==> src/rtl/pcs_pma_reset_seq_pkg.sv <==
// Shared state encodings and per-state output decode for the PCS/PMA reset sequencer.
// Encodings are fixed because the status/CSR block reads the state field.
package pcs_pma_reset_seq_pkg;

    typedef enum logic [2:0] {
        WAIT_LOCK = 3'd0,
        SETTLE    = 3'd1,
        GT_RST    = 3'd2,
        USRRDY    = 3'd3,
        WAIT_DONE = 3'd4,
        READY     = 3'd5,
        RX_RST    = 3'd6,
        FAULT     = 3'd7
    } state_t;

    typedef struct packed {
        logic areset_coreclk;
        logic gttxreset;
        logic gtrxreset;
        logic txuserrdy;
        logic reset_counter_done;
        logic ready;
        logic fault;
    } outs_t;

    localparam outs_t OUTS_RESET = '{
        areset_coreclk     : 1'b1,
        gttxreset          : 1'b1,
        gtrxreset          : 1'b1,
        txuserrdy          : 1'b0,
        reset_counter_done : 1'b0,
        ready              : 1'b0,
        fault              : 1'b0
    };

    // Sideband levels held for the whole time the FSM sits in a state.
    function automatic outs_t state_outs(input state_t s);
        outs_t o;
        o = OUTS_RESET;
        case (s)
            WAIT_LOCK, SETTLE: o = OUTS_RESET;
            GT_RST: begin
                o.areset_coreclk     = 1'b0;
                o.reset_counter_done = 1'b1;
            end
            USRRDY: begin
                o.areset_coreclk     = 1'b0;
                o.reset_counter_done = 1'b1;
                o.gttxreset          = 1'b0;
                o.gtrxreset          = 1'b0;
            end
            WAIT_DONE: begin
                o.areset_coreclk     = 1'b0;
                o.reset_counter_done = 1'b1;
                o.gttxreset          = 1'b0;
                o.gtrxreset          = 1'b0;
                o.txuserrdy          = 1'b1;
            end
            READY: begin
                o.areset_coreclk     = 1'b0;
                o.reset_counter_done = 1'b1;
                o.gttxreset          = 1'b0;
                o.gtrxreset          = 1'b0;
                o.txuserrdy          = 1'b1;
                o.ready              = 1'b1;
            end
            RX_RST: begin
                o.areset_coreclk     = 1'b0;
                o.reset_counter_done = 1'b1;
                o.gttxreset          = 1'b0;
                o.gtrxreset          = 1'b1;
                o.txuserrdy          = 1'b1;
            end
            FAULT: begin
                o       = OUTS_RESET;
                o.fault = 1'b1;
            end
            default: o = OUTS_RESET;
        endcase
        return o;
    endfunction

    function automatic int max4(input int a, input int b, input int c, input int d);
        int m;
        m = a;
        if (b > m) m = b;
        if (c > m) m = c;
        if (d > m) m = d;
        return m;
    endfunction

endpackage

==> src/rtl/pcs_pma_reset_seq_sync_bit.sv <==
// Two-flop synchroniser for a single async level; 2-cycle latency, no backpressure.
module sync_bit (
    input  logic clk,
    input  logic rst_n,
    input  logic d,
    output logic q
);

    logic meta;

    always_ff @(posedge clk or negedge rst_n) begin
        if (!rst_n) begin
            meta <= 1'b0;
            q    <= 1'b0;
        end else begin
            meta <= d;
            q    <= meta;
        end
    end

endmodule

==> src/rtl/pcs_pma_reset_seq.sv <==
// Reset sequencer for the 10G PCS/PMA core: QPLL settle, GT reset pulse, user-ready, resetdone wait with retry.
// Outputs registered (one cycle after the deciding input); no backpressure, rx_reset_req outside READY is dropped.
module pcs_pma_reset_seq
    import pcs_pma_reset_seq_pkg::*;
#(
    parameter int RST_CNT_CYCLES = 80,
    parameter int GT_RST_CYCLES  = 16,
    parameter int USRRDY_DLY     = 4,
    parameter int DONE_TIMEOUT   = 65535,
    parameter int MAX_RETRIES    = 3
) (
    input  logic       clk,
    input  logic       rst_n,
    input  logic       qplllock,
    input  logic       tx_resetdone,
    input  logic       rx_resetdone,
    input  logic       rx_reset_req,
    output logic       areset_coreclk,
    output logic       gttxreset,
    output logic       gtrxreset,
    output logic       txuserrdy,
    output logic       reset_counter_done,
    output logic       ready,
    output logic       fault,
    output logic [2:0] state
);

    // One counter serves every timed state, so it is sized for the longest wait.
    localparam int CNT_MAX = max4(DONE_TIMEOUT, RST_CNT_CYCLES, GT_RST_CYCLES, USRRDY_DLY);
    localparam int CNT_W   = $clog2(CNT_MAX + 1);
    localparam int RTY_W   = (MAX_RETRIES < 1) ? 1 : $clog2(MAX_RETRIES + 1);

    localparam logic [CNT_W-1:0] SETTLE_LAST  = CNT_W'(RST_CNT_CYCLES - 1);
    localparam logic [CNT_W-1:0] GT_RST_LAST  = CNT_W'(GT_RST_CYCLES - 1);
    localparam logic [CNT_W-1:0] USRRDY_LAST  = CNT_W'(USRRDY_DLY - 1);
    localparam logic [CNT_W-1:0] TIMEOUT_LAST = CNT_W'(DONE_TIMEOUT - 1);
    localparam logic [RTY_W-1:0] RETRY_LIMIT  = RTY_W'(MAX_RETRIES);

    logic lock_s;
    logic tx_s;
    logic rx_s;

    sync_bit u_sync_lock (
        .clk   (clk),
        .rst_n (rst_n),
        .d     (qplllock),
        .q     (lock_s)
    );

    sync_bit u_sync_tx (
        .clk   (clk),
        .rst_n (rst_n),
        .d     (tx_resetdone),
        .q     (tx_s)
    );

    sync_bit u_sync_rx (
        .clk   (clk),
        .rst_n (rst_n),
        .d     (rx_resetdone),
        .q     (rx_s)
    );

    state_t           state_q;
    state_t           state_nxt;
    logic [CNT_W-1:0] cnt_q;
    logic [CNT_W-1:0] cnt_nxt;
    logic [RTY_W-1:0] retry_q;
    logic [RTY_W-1:0] retry_nxt;
    outs_t            outs_q;
    outs_t            outs_nxt;
    logic             lock_lost;

    always_ff @(posedge clk or negedge rst_n) begin
        if (!rst_n) begin
            state_q <= WAIT_LOCK;
            cnt_q   <= '0;
            retry_q <= '0;
            outs_q  <= OUTS_RESET;
        end else begin
            state_q <= state_nxt;
            cnt_q   <= cnt_nxt;
            retry_q <= retry_nxt;
            outs_q  <= outs_nxt;
        end
    end

    always_comb begin
        state_nxt = state_q;
        retry_nxt = retry_q;
        cnt_nxt   = cnt_q;
        outs_nxt  = OUTS_RESET;
        lock_lost = !lock_s && (state_q != WAIT_LOCK) && (state_q != FAULT);

        case (state_q)
            WAIT_LOCK: begin
                if (lock_s) state_nxt = SETTLE;
            end
            SETTLE: begin
                if (cnt_q == SETTLE_LAST) state_nxt = GT_RST;
            end
            GT_RST: begin
                if (cnt_q == GT_RST_LAST) state_nxt = USRRDY;
            end
            USRRDY: begin
                if (cnt_q == USRRDY_LAST) state_nxt = WAIT_DONE;
            end
            WAIT_DONE: begin
                if (tx_s && rx_s) begin
                    state_nxt = READY;
                    retry_nxt = '0;
                end else if (cnt_q == TIMEOUT_LAST) begin
                    if (retry_q == RETRY_LIMIT) begin
                        state_nxt = FAULT;
                    end else begin
                        state_nxt = GT_RST;
                        retry_nxt = retry_q + 1'b1;
                    end
                end
            end
            READY: begin
                if (rx_reset_req) state_nxt = RX_RST;
            end
            RX_RST: begin
                if (cnt_q == GT_RST_LAST) state_nxt = WAIT_DONE;
            end
            FAULT: begin
                state_nxt = FAULT;
            end
            default: begin
                state_nxt = WAIT_LOCK;
            end
        endcase

        // Lock loss overrides whatever the state decided this cycle.
        if (lock_lost) begin
            state_nxt = WAIT_LOCK;
            retry_nxt = '0;
        end

        if (state_nxt != state_q) begin
            cnt_nxt = '0;
        end else if (cnt_q != {CNT_W{1'b1}}) begin
            cnt_nxt = cnt_q + 1'b1;
        end

        outs_nxt = state_outs(state_nxt);
    end

    assign areset_coreclk     = outs_q.areset_coreclk;
    assign gttxreset          = outs_q.gttxreset;
    assign gtrxreset          = outs_q.gtrxreset;
    assign txuserrdy          = outs_q.txuserrdy;
    assign reset_counter_done = outs_q.reset_counter_done;
    assign ready              = outs_q.ready;
    assign fault              = outs_q.fault;
    assign state              = state_q;

endmodule
==> config.mk <==
export PLATFORM = sky130hd
export DESIGN_NAME = pcs_pma_reset_seq
export DESIGN_NICKNAME = d
export VERILOG_FILES = /design/src/rtl/pcs_pma_reset_seq_pkg.sv /design/src/rtl/pcs_pma_reset_seq_sync_bit.sv /design/src/rtl/pcs_pma_reset_seq.sv
export SDC_FILE = /design/constraint.sdc
export NUM_CORES = 1
export LEC_CHECK = 0
export ABC_AREA = 1
export ABC_CLOCK_PERIOD_IN_PS = 3100
export CORE_UTILIZATION = 43
export CTS_BUF_LIST = sky130_fd_sc_hd__clkbuf_8 sky130_fd_sc_hd__clkbuf_16
export DETAILED_ROUTE_END_ITERATION = 7
export GPL_TIMING_DRIVEN = 0
export PLACE_DENSITY = 0.61
export SLEW_MARGIN = 0
export SYNTH_ARGS = -nofsm -noshare
export SYNTH_HDL_FRONTEND = slang
export SYNTH_HIERARCHICAL = 1
export SYNTH_SLANG_ARGS = --single-unit
export TNS_END_PERCENT = 5
==> constraint.sdc <==
create_clock -name clk -period 3.1 [get_ports clk]
set_clock_uncertainty 0.2 [all_clocks]
set_input_delay 0.465 -clock clk [delete_from_list [all_inputs] [get_ports clk]]
set_output_delay 0.465 -clock clk [all_outputs]
set_load 0.05 [all_outputs]
==> summary by stage, run 1 <==
Placed design
The post-detailed-placement half-perimeter wirelength is 2.72 mm. The placed instances occupy a cell area of 2140 sq um. The routability-driven placement congestion ratio is 0.813. The placed cell count is 315. In this run the tool buffered the top-level ports with 15 buffer cells.

Clocking
The number of hold-repair buffers added at the cts stage is 0. The post-CTS setup-driven buffer insertion count is 0. The number of clock sinks is 34. The clock tree from TritonCTS is done. The post-CTS resize count is 0. At the later pin of the worst-skew pair, clock insertion delay measures 0.29 ns. Counting the buffers created by CTS gives 5.

The clock slew seen by the registers of the worst setup and hold paths is 0.07 ns. The H-tree was split into 2 levels. The largest buffer count on any clock path is 2. The tree is rooted in a sky130_fd_sc_hd__clkbuf_8.

Global routing
Entering global routing, the biggest net connects 35 pins. The wire length of the first global-routing pass is 6.48 mm. The combined global-route utilization of all metal layers is 17.3%. The number of antenna violations at the first check in global routing is 0. The via count of the first global-routing pass is 1,440. Summed over all layers, the global routing overflow is 0.

Finish
Cells with a size suffix above 1 make up 14.8% of the layout. Summing all multi-input logic gate instances after layout gives 918 sq um. In the final design database the tool counted 279 nets. The final core utilization is 51.4%. Counting the fill cells in the layout gives 446. The top cell types in the final layout, fill and taps aside, are sky130_fd_sc_hd__nand2_1, sky130_fd_sc_hd__inv_1, sky130_fd_sc_hd__nor2_1. From synthesis to final layout, the design area changed by 15.0%. The register with the most flip-flops in the layout has 16 of them.

Leaving out fill and tap cells, the most frequent cell in the layout is sky130_fd_sc_hd__nand2_1. The final non-filler cell area is 2220 sq um. 0 antenna diodes ended up in the layout.

Leaving out filler cells and counting taps, the final layout contains 323. The top register by number of flip-flops is cnt_q. The sequential cells in the finished layout cover a total of 855 sq um.

Run status
The run finished with clean final reports.

Synthesis
In the post-synthesis netlist, the biggest area contributors are sky130_fd_sc_hd__dfrtp_1, sky130_fd_sc_hd__nand2_1, sky130_fd_sc_hd__nor2_1, sky130_fd_sc_hd__inv_1, sky130_fd_sc_hd__dfstp_2. The synthesized net count is 257. Summing the areas of all fa, ha and maj instances in the mapped netlist gives 1.94% of the synthesized area.

The Yosys step of the flow raised 6 warnings. The number of instances in the synthesized netlist is 248. Synthesis inferred 34 register bits.

The main combinational cell family by area after synthesis is simple AND/OR/NAND/NOR gates. The synthesized design devotes to its leading area cell type 40.1% of total area. sky130_fd_sc_hd__dfrtp_1 takes more of the synthesized area than any other cell. Of the total synthesized cell area, the portion taken by AND, OR, NAND and NOR gates is 35.7%. The fraction of synthesized cell area in xor and xnor cells is 3.17%.

The summed instance area of the synthesized netlist is 1930 sq um. The synthesized netlist devotes 6.67% of its cell area to compound gates. Summing the sequential cell areas from Yosys gives 44.2% of the chip area. After synthesis, the share of cell area in mux cells is 0%.

A synthesized cell averages 7.79 sq um. The number of distinct library cells after synthesis is 28.

Setup path
The peak fanout along the critical path is 8. The slowest stage cell on the critical path is sky130_fd_sc_hd__clkdlybuf4s50_1. Counting both buffers and inverters, the worst setup path holds a total of 1. The launching element type of the critical path is a flop. Broken down by cell family, the worst path's largest delay share belongs to buffers and inverters. The arrival time of data at the critical path endpoint is 1.62 ns. The critical path goes through clkdlybuf4s50_1. The required time of the critical path is 2.43 ns. The worst stage delay on the critical path is 0.85 ns.

The element type at the critical path end is an output port. The category of the critical setup timing path is flop to output port.

Timing
Setup repair after global routing left no endpoint under its margin. The worst pin sits at a relative slew slack of 50.5%. The total negative slack is 0 ns. The slew at the pin closest to its max-slew limit is 0.743 ns. The post-route fraction of the period consumed by the critical path is 73.7%. The routed design could run at a clock period as short as 2.28 ns.

Based on the critical path, the design can be clocked at up to 438 MHz. The count of final hold-check violations is 0. The total setup violations reported at the end of the flow is 0. The number of slew-limit violations in the final report is 0.

Die
During I/O placement, the number of pins put on the boundary was 16. The area of the core is 4320 sq um. The die boundary height is 69.1 microns. The floorplan step defined a die boundary enclosing 4770 sq um. The floorplan has 24 rows.

For this configuration, the core starts out at a cell density of 44.7%. The horizontal extent of the die is 69.1 microns.

Worst hold path
The worst min-delay path class is input pin to async pin.

Drt
The ratio of routed vias to standard cells is 4.83. The post-route antenna net violation count is 0. Dividing the detail-routed wire length by the instance count gives 11.3 microns. The number of vias after detailed routing is 1,559. For this run, the detailed router's first-pass iteration total came to 4. The count of unresolved DRC violations after routing is 0.

The violation count after the first detailed-route iteration is 110. The detailed-route wire length is 3.66 mm.

Power
Dividing total power by cell area gives a power density of 384 nW/um^2. The static power due to leakage is 0.00106 uW. The worst ir drop on vdd is 0.000225 V.

Flow run
The number of maximum-capacitance constraint violations is 0.
## cell type report
| type | instances | area share [%] |
|---|---|---|
| flip-flops and latches | 34 | 38.4 |
| inverters | 36 | 6.08 |
| well taps | 52 | 2.93 |
| clock buffers | 5 | 3.10 |
| repair buffers | 15 | 6.53 |
| clock inverters | 3 | 0.506 |
| multi-input cells | 176 | 41.3 |
| plain buffers | 2 | 1.13 |
## power breakdown
| group | switching (uW) | internal, uW |
|---|---|---|
| logic | 54.1 | 31.6 |
| clock network | 153 | 149 |
| registers | 11.1 | 455 |
## logic make-up after synthesis
| logic type | count (synthesis) |
|---|---|
| compound gates | 23 |
| xor+xnor | 7 |
| fa+ha+maj | 3 |
| buf+inv | 38 |
| flops | 34 |
| simple gates | 143 |
## stage by stage
| step | setup slack, ns | total power (uW) | hold slack, ns |
|---|---|---|---|
| floorplan | 0.863 | 530 | -0.0306 |
| global placement | 0.633 | 559 | 0.134 |
| finish | 0.816 | 854 | 0.0359 |
| detailed placement | 0.797 | 561 | 0.135 |
| global route | 0.588 | 898 | 0.114 |
| CTS | 0.799 | 869 | 0.0712 |
## worst reg2reg max path: cells and delay by family (launching register included)
family	cells	cell delay, ns
buffers and inverters	3	0.31
adders and majority gates	1	0.17
and+or+nand+nor	11	0.87
DFF	1	0.40
AOI/OAI and AO/OA	1	0.18
## path summary, 6_finish.rpt
kind	start	to	slack, ns	depth (start not counted)
worst min register to register	u_sync_tx/meta	u_sync_tx/q	0.15	0
worst max-delay path	state[1]	state[1]	0.82	1
worst min-delay path	rst_n	cnt_q[5]	0.04	1
worst max register to register	cnt_q[0]	cnt_q[10]	0.86	16
max in group asynchronous	rst_n	u_sync_lock/q	2.19	1
min in group clk	u_sync_tx/meta	u_sync_tx/q	0.15	0
## synth_stat cells (all sizes together)
cell / count
a21oi: 4
a311oi: 1
a31oi: 3
buf: 2
clkinv: 1
dfrtp: 31
dfstp: 3
ha: 3
inv: 35
nand2: 65
nand3: 13
nand3b: 2
nand4: 6
nor2: 51
nor3: 6
o211ai: 1
o21a: 1
o21ai: 12
o22ai: 1
xnor2: 1
xor2: 6
## layer usage
layer  routed length [microns]  track usage, %  up-vias
met4                        88            8.16        0
met2                      1630            25.4       29
met1                      1770            23.8      701
met3                       171            4.39        8
li1                          -               -      821
met5                         0               0        -
(Power assumes the default switching activity.)
==> run 2, diff against run 1 <==
--- a/config.mk
+++ b/config.mk
@@ -6,12 +6,12 @@
 export NUM_CORES = 1
 export LEC_CHECK = 0
 export ABC_AREA = 1
-export ABC_CLOCK_PERIOD_IN_PS = 3100
+export ABC_CLOCK_PERIOD_IN_PS = 2000
 export CORE_UTILIZATION = 43
 export CTS_BUF_LIST = sky130_fd_sc_hd__clkbuf_8 sky130_fd_sc_hd__clkbuf_16
 export DETAILED_ROUTE_END_ITERATION = 7
 export GPL_TIMING_DRIVEN = 0
-export PLACE_DENSITY = 0.61
+export PLACE_DENSITY = 0.63
 export SLEW_MARGIN = 0
 export SYNTH_ARGS = -nofsm -noshare
 export SYNTH_HDL_FRONTEND = slang
==> constraint.sdc (replaced) <==
create_clock -name clk -period 2 [get_ports clk]
set_clock_uncertainty 0.2 [all_clocks]
set_input_delay 0.3 -clock clk [delete_from_list [all_inputs] [get_ports clk]]
set_output_delay 0.3 -clock clk [all_outputs]
set_load 0.05 [all_outputs]
==> run 2 against run 1 <==
Compared with the run above:
- the flow now finishes with violations (negative setup slack)
- utilization is 7.1 points higher
- critical path depth rose by 9
- die area unchanged
==> summary by stage, run 2 (synthesis results as in run 1) <==
Setup path
The buffering stage count on the worst path with inverters included is 2 (was 1). The arrival time of data at the critical path endpoint is 2.13 ns (was 1.62 ns). The setup slack on the worst flop-to-flop path came to -0.14 ns (was 0.86 ns).

The required time of the critical path is 1.98 ns (was 2.43 ns). The largest delay contributor family on the critical path is simple AND/OR/NAND/NOR gates (was buffers and inverters). The slowest stage cell on the critical path is sky130_fd_sc_hd__dfrtp_2 (was sky130_fd_sc_hd__clkdlybuf4s50_1).

In this design, the critical path's most frequently occurring cell is sky130_fd_sc_hd__nor2_1. Cells traversed along the worst timing path: buf_4 -> buf_4 -> nand3_1 -> nor2_1 -> nand2_1 -> nor3_1 -> nand3b_1 -> nor2_1 -> xnor2_1 -> nor2_1 (was clkdlybuf4s50_1). The element type at the critical path end is a flop (was output port).

The worst stage delay on the critical path is 0.41 ns (was 0.85 ns). The peak fanout along the critical path came to 3 (was 8). The logic depth of the worst register-to-register path is 10 (was 16).

The endpoint of the worst-slack reg-to-reg timing path is cnt_q[15] (was cnt_q[10]). The launching element type of the critical path is a flop (unchanged). The worst flop-to-flop path startpoint is cnt_q[1] (was cnt_q[0]). The category of the critical setup timing path was flop to flop (was flop to output port). The total number of cells along the worst setup path is 10 (was 1).

Clocking
The clock latency of the later-clocked register in the worst-skew pair is 0.29 ns (about the same). The largest buffer count on any clock path is 2 (unchanged). The number of buffers added by the clock tree synthesis step came to 5 (unchanged). The buffer type at the clock tree root is sky130_fd_sc_hd__clkbuf_8 (unchanged). The H-tree depth is 2 (unchanged).

The clock tree from TritonCTS is done (unchanged). The number of clock sinks was 34 (unchanged). The clock slew seen by the registers of the worst setup and hold paths is 0.07 ns (about the same).

Global routing
The via count of the first global-routing pass is 1,544 (was 1,440). The number of antenna violations at the first check in global routing is 0 (unchanged). The pin count of the biggest net entering global routing is 35 (unchanged). The combined global-route utilization of all metal layers is 18.6% (was 17.3%). The total global routing overflow is 0 (unchanged).

The wire length of the first global-routing pass came to 6.90 mm (was 6.48 mm).

Drt
The count of unresolved DRC violations after routing is 0 (unchanged). The detailed-route wire length is 4.04 mm (was 3.66 mm). The number of detailed-route iterations in the first pass is 4 (unchanged). The post-route antenna net violation count is 0 (unchanged). The routed length per instance is 11.9 microns (was 11.3 microns). The number of vias after detailed routing is 1,664 (was 1,559).

The ratio of routed vias to standard cells is 4.89 (was 4.83). The violation count after the first detailed-route iteration is 130 (was 110).

Timing
The total setup violations reported at the end of the flow came to 22 (was 0). The slew at the pin closest to its max-slew limit is 0.759 ns (was 0.743 ns). The worst relative slew slack is 49.4% (was 50.5%). RSZ-0062 raised after global routing: true (was false). The final worst slack is -0.145 ns (was 0.816 ns). The final critical delay including setup and external delays is 2.14 ns. The maximum clock rate is 466 MHz. The worst path uses 107% of the clock period. The total negative slack came to -2.17 ns (was 0 ns). The count of final hold-check violations is 0 (unchanged). The number of slew-limit violations in the final report is 0 (unchanged).

Die
The starting density of the core is 44.7% (unchanged). The area of the die was 4770 sq um (unchanged). The die boundary height came to 69.1 microns (unchanged). The number of I/O pins came to 16 (unchanged). The cell row count came to 24 (unchanged).

The horizontal extent of the die is 69.1 microns (unchanged). The area of the core was 4320 sq um (unchanged).

Finish
Most used cells in the layout excluding fill and tap cells: sky130_fd_sc_hd__nand2_1, sky130_fd_sc_hd__nor2_1, sky130_fd_sc_hd__inv_1 (was sky130_fd_sc_hd__nand2_1, sky130_fd_sc_hd__inv_1, sky130_fd_sc_hd__nor2_1). The top register by number of flip-flops is cnt_q (unchanged). The number of filler instances in the final layout came to 401 (was 446). The layout-stage area growth over the synthesis result was 31.0% (was 15.0%). The most common library cell in the layout ignoring fill and taps is sky130_fd_sc_hd__nand2_1 (unchanged). The share of layout cells above drive strength 1 is 31.3% (was 14.8%). The count of inserted antenna diode cells is 0 (unchanged). The final net count is 296 (was 279).

The flip-flop count of the largest register after layout came to 16 (unchanged).

Power
The net switching power was 379 uW (was 218 uW). The logic gate share of total power is 11.3% (was 10.0%). The internal power consumption is 1290 uW (was 636 uW). The power density over the cells came to 660 nW/um^2 (was 384 nW/um^2). The part of the total power dissipated in sequential elements was 43.5% (was 54.6%).

The net switching fraction of the power is 22.7% (was 25.5%). The clock power share is 45.2% (was 35.4%). The static power due to leakage came to 0.00117 uW (was 0.00106 uW).

The worst ir drop on vdd is 0.000389 V (was 0.000225 V).

Run status
The final reports fail on negative setup slack. Status: finished with violations (was completed).

Worst hold path
The worst hold path begins at u_sync_lock/meta. The worst hold path passes through 0 cells. The worst hold path terminates at u_sync_lock/q. The worst min-delay path class was flop to flop (was input pin to async pin).

Placed design
The setup slack after placement is -0.203 ns (was 0.797 ns). The post-detailed-placement half-perimeter wirelength is 2.72 mm (about the same). The count of input and output buffers is 15 (unchanged). The routability-driven placement congestion ratio is 0.856 (was 0.813).

Flow run
The number of maximum-capacitance constraint violations is 0 (unchanged).
## run 2: cell types whose count changed in the layout (fill, tap and decap cells not counted), sizes merged
cell,previous run,this run
buf,3,19
dlygate4sd3,0,1
clkdlybuf4s50,14,9
bufinv,0,2
clkinv,1,2
inv,38,35
dlygate4sd2,0,5
## run 2: routing by layer
| layer | share of wire [%] | global-route usage (%) | routed length [microns] | vias up |
|---|---|---|---|---|
| met4 | 2.1 | 7.48 | 83 | 0 |
| met5 | 0 | 0 | 0 | - |
| met3 | 3.4 | 4.82 | 139 | 8 |
| met1 | 46 | 24.1 | 1840 | 772 |
| met2 | 49 | 29.4 | 1970 | 28 |
| li1 | - | - | - | 856 |
## run 2: power by group through the flow
stage	combinational [uW]	clock (uW)	sequential, uW
2_1_floorplan	84.7	0	737
3_3_place_gp	131	0	735
3_5_place_dp	132	0	735
4_1_cts	200	776	725
5_1_grt	210	814	728
6_report	189	756	726
## run 2: cell type report
cell class	instances	area, sq um	share of cell area (%)
sequential	34	866	34.2
clock inverter	3	68.8	2.72
timing repair buffer	33	304	12.0
buffer	1	11.3	0.445
inverter	36	135	5.34
tap	52	65.1	2.57
clock buffer	5	68.8	2.72
multi-input combinational	176	1010	40.0
## run 2: how the worst max path moves through the flow
| stage | from | end | slack [ns] |
|---|---|---|---|
| final | cnt_q[1] | cnt_q[15] | -0.14 |
| after global routing | cnt_q[0] | cnt_q[5] | -0.31 |
| after CTS | cnt_q[1] | cnt_q[5] | -0.18 |
| after detailed placement | cnt_q[0] | cnt_q[5] | -0.20 |
| after global placement | rst_n | state[0] | -0.41 |
| after floorplan | state[2] | cnt_q[5] | 0.002 |
## run 2: what timing repair did
action                                  in CTS  in global routing
hold buffers                                 1                  0
cloned                                       1                  0
setup buffers                               13                  4
endpoints found under the setup margin      27                 27
endpoints found under the hold margin       31                  0
pin swaps                                   13                 14
gates resized for setup                     22                 26
## run 2: metrics by stage
step                power [uW]  std cells  area [sq um]  hold WS (ns)  utilization, %
floorplan                  822        248          1940        -0.196               -
global placement           866        315          2160         0.133            49.9
detailed placement         867        315          2150         0.135            49.8
CTS                       1700        338          2480         0.152            57.4
global route              1750        340          2530         0.160            58.6
finish                    1670        340          2530         0.151            58.6
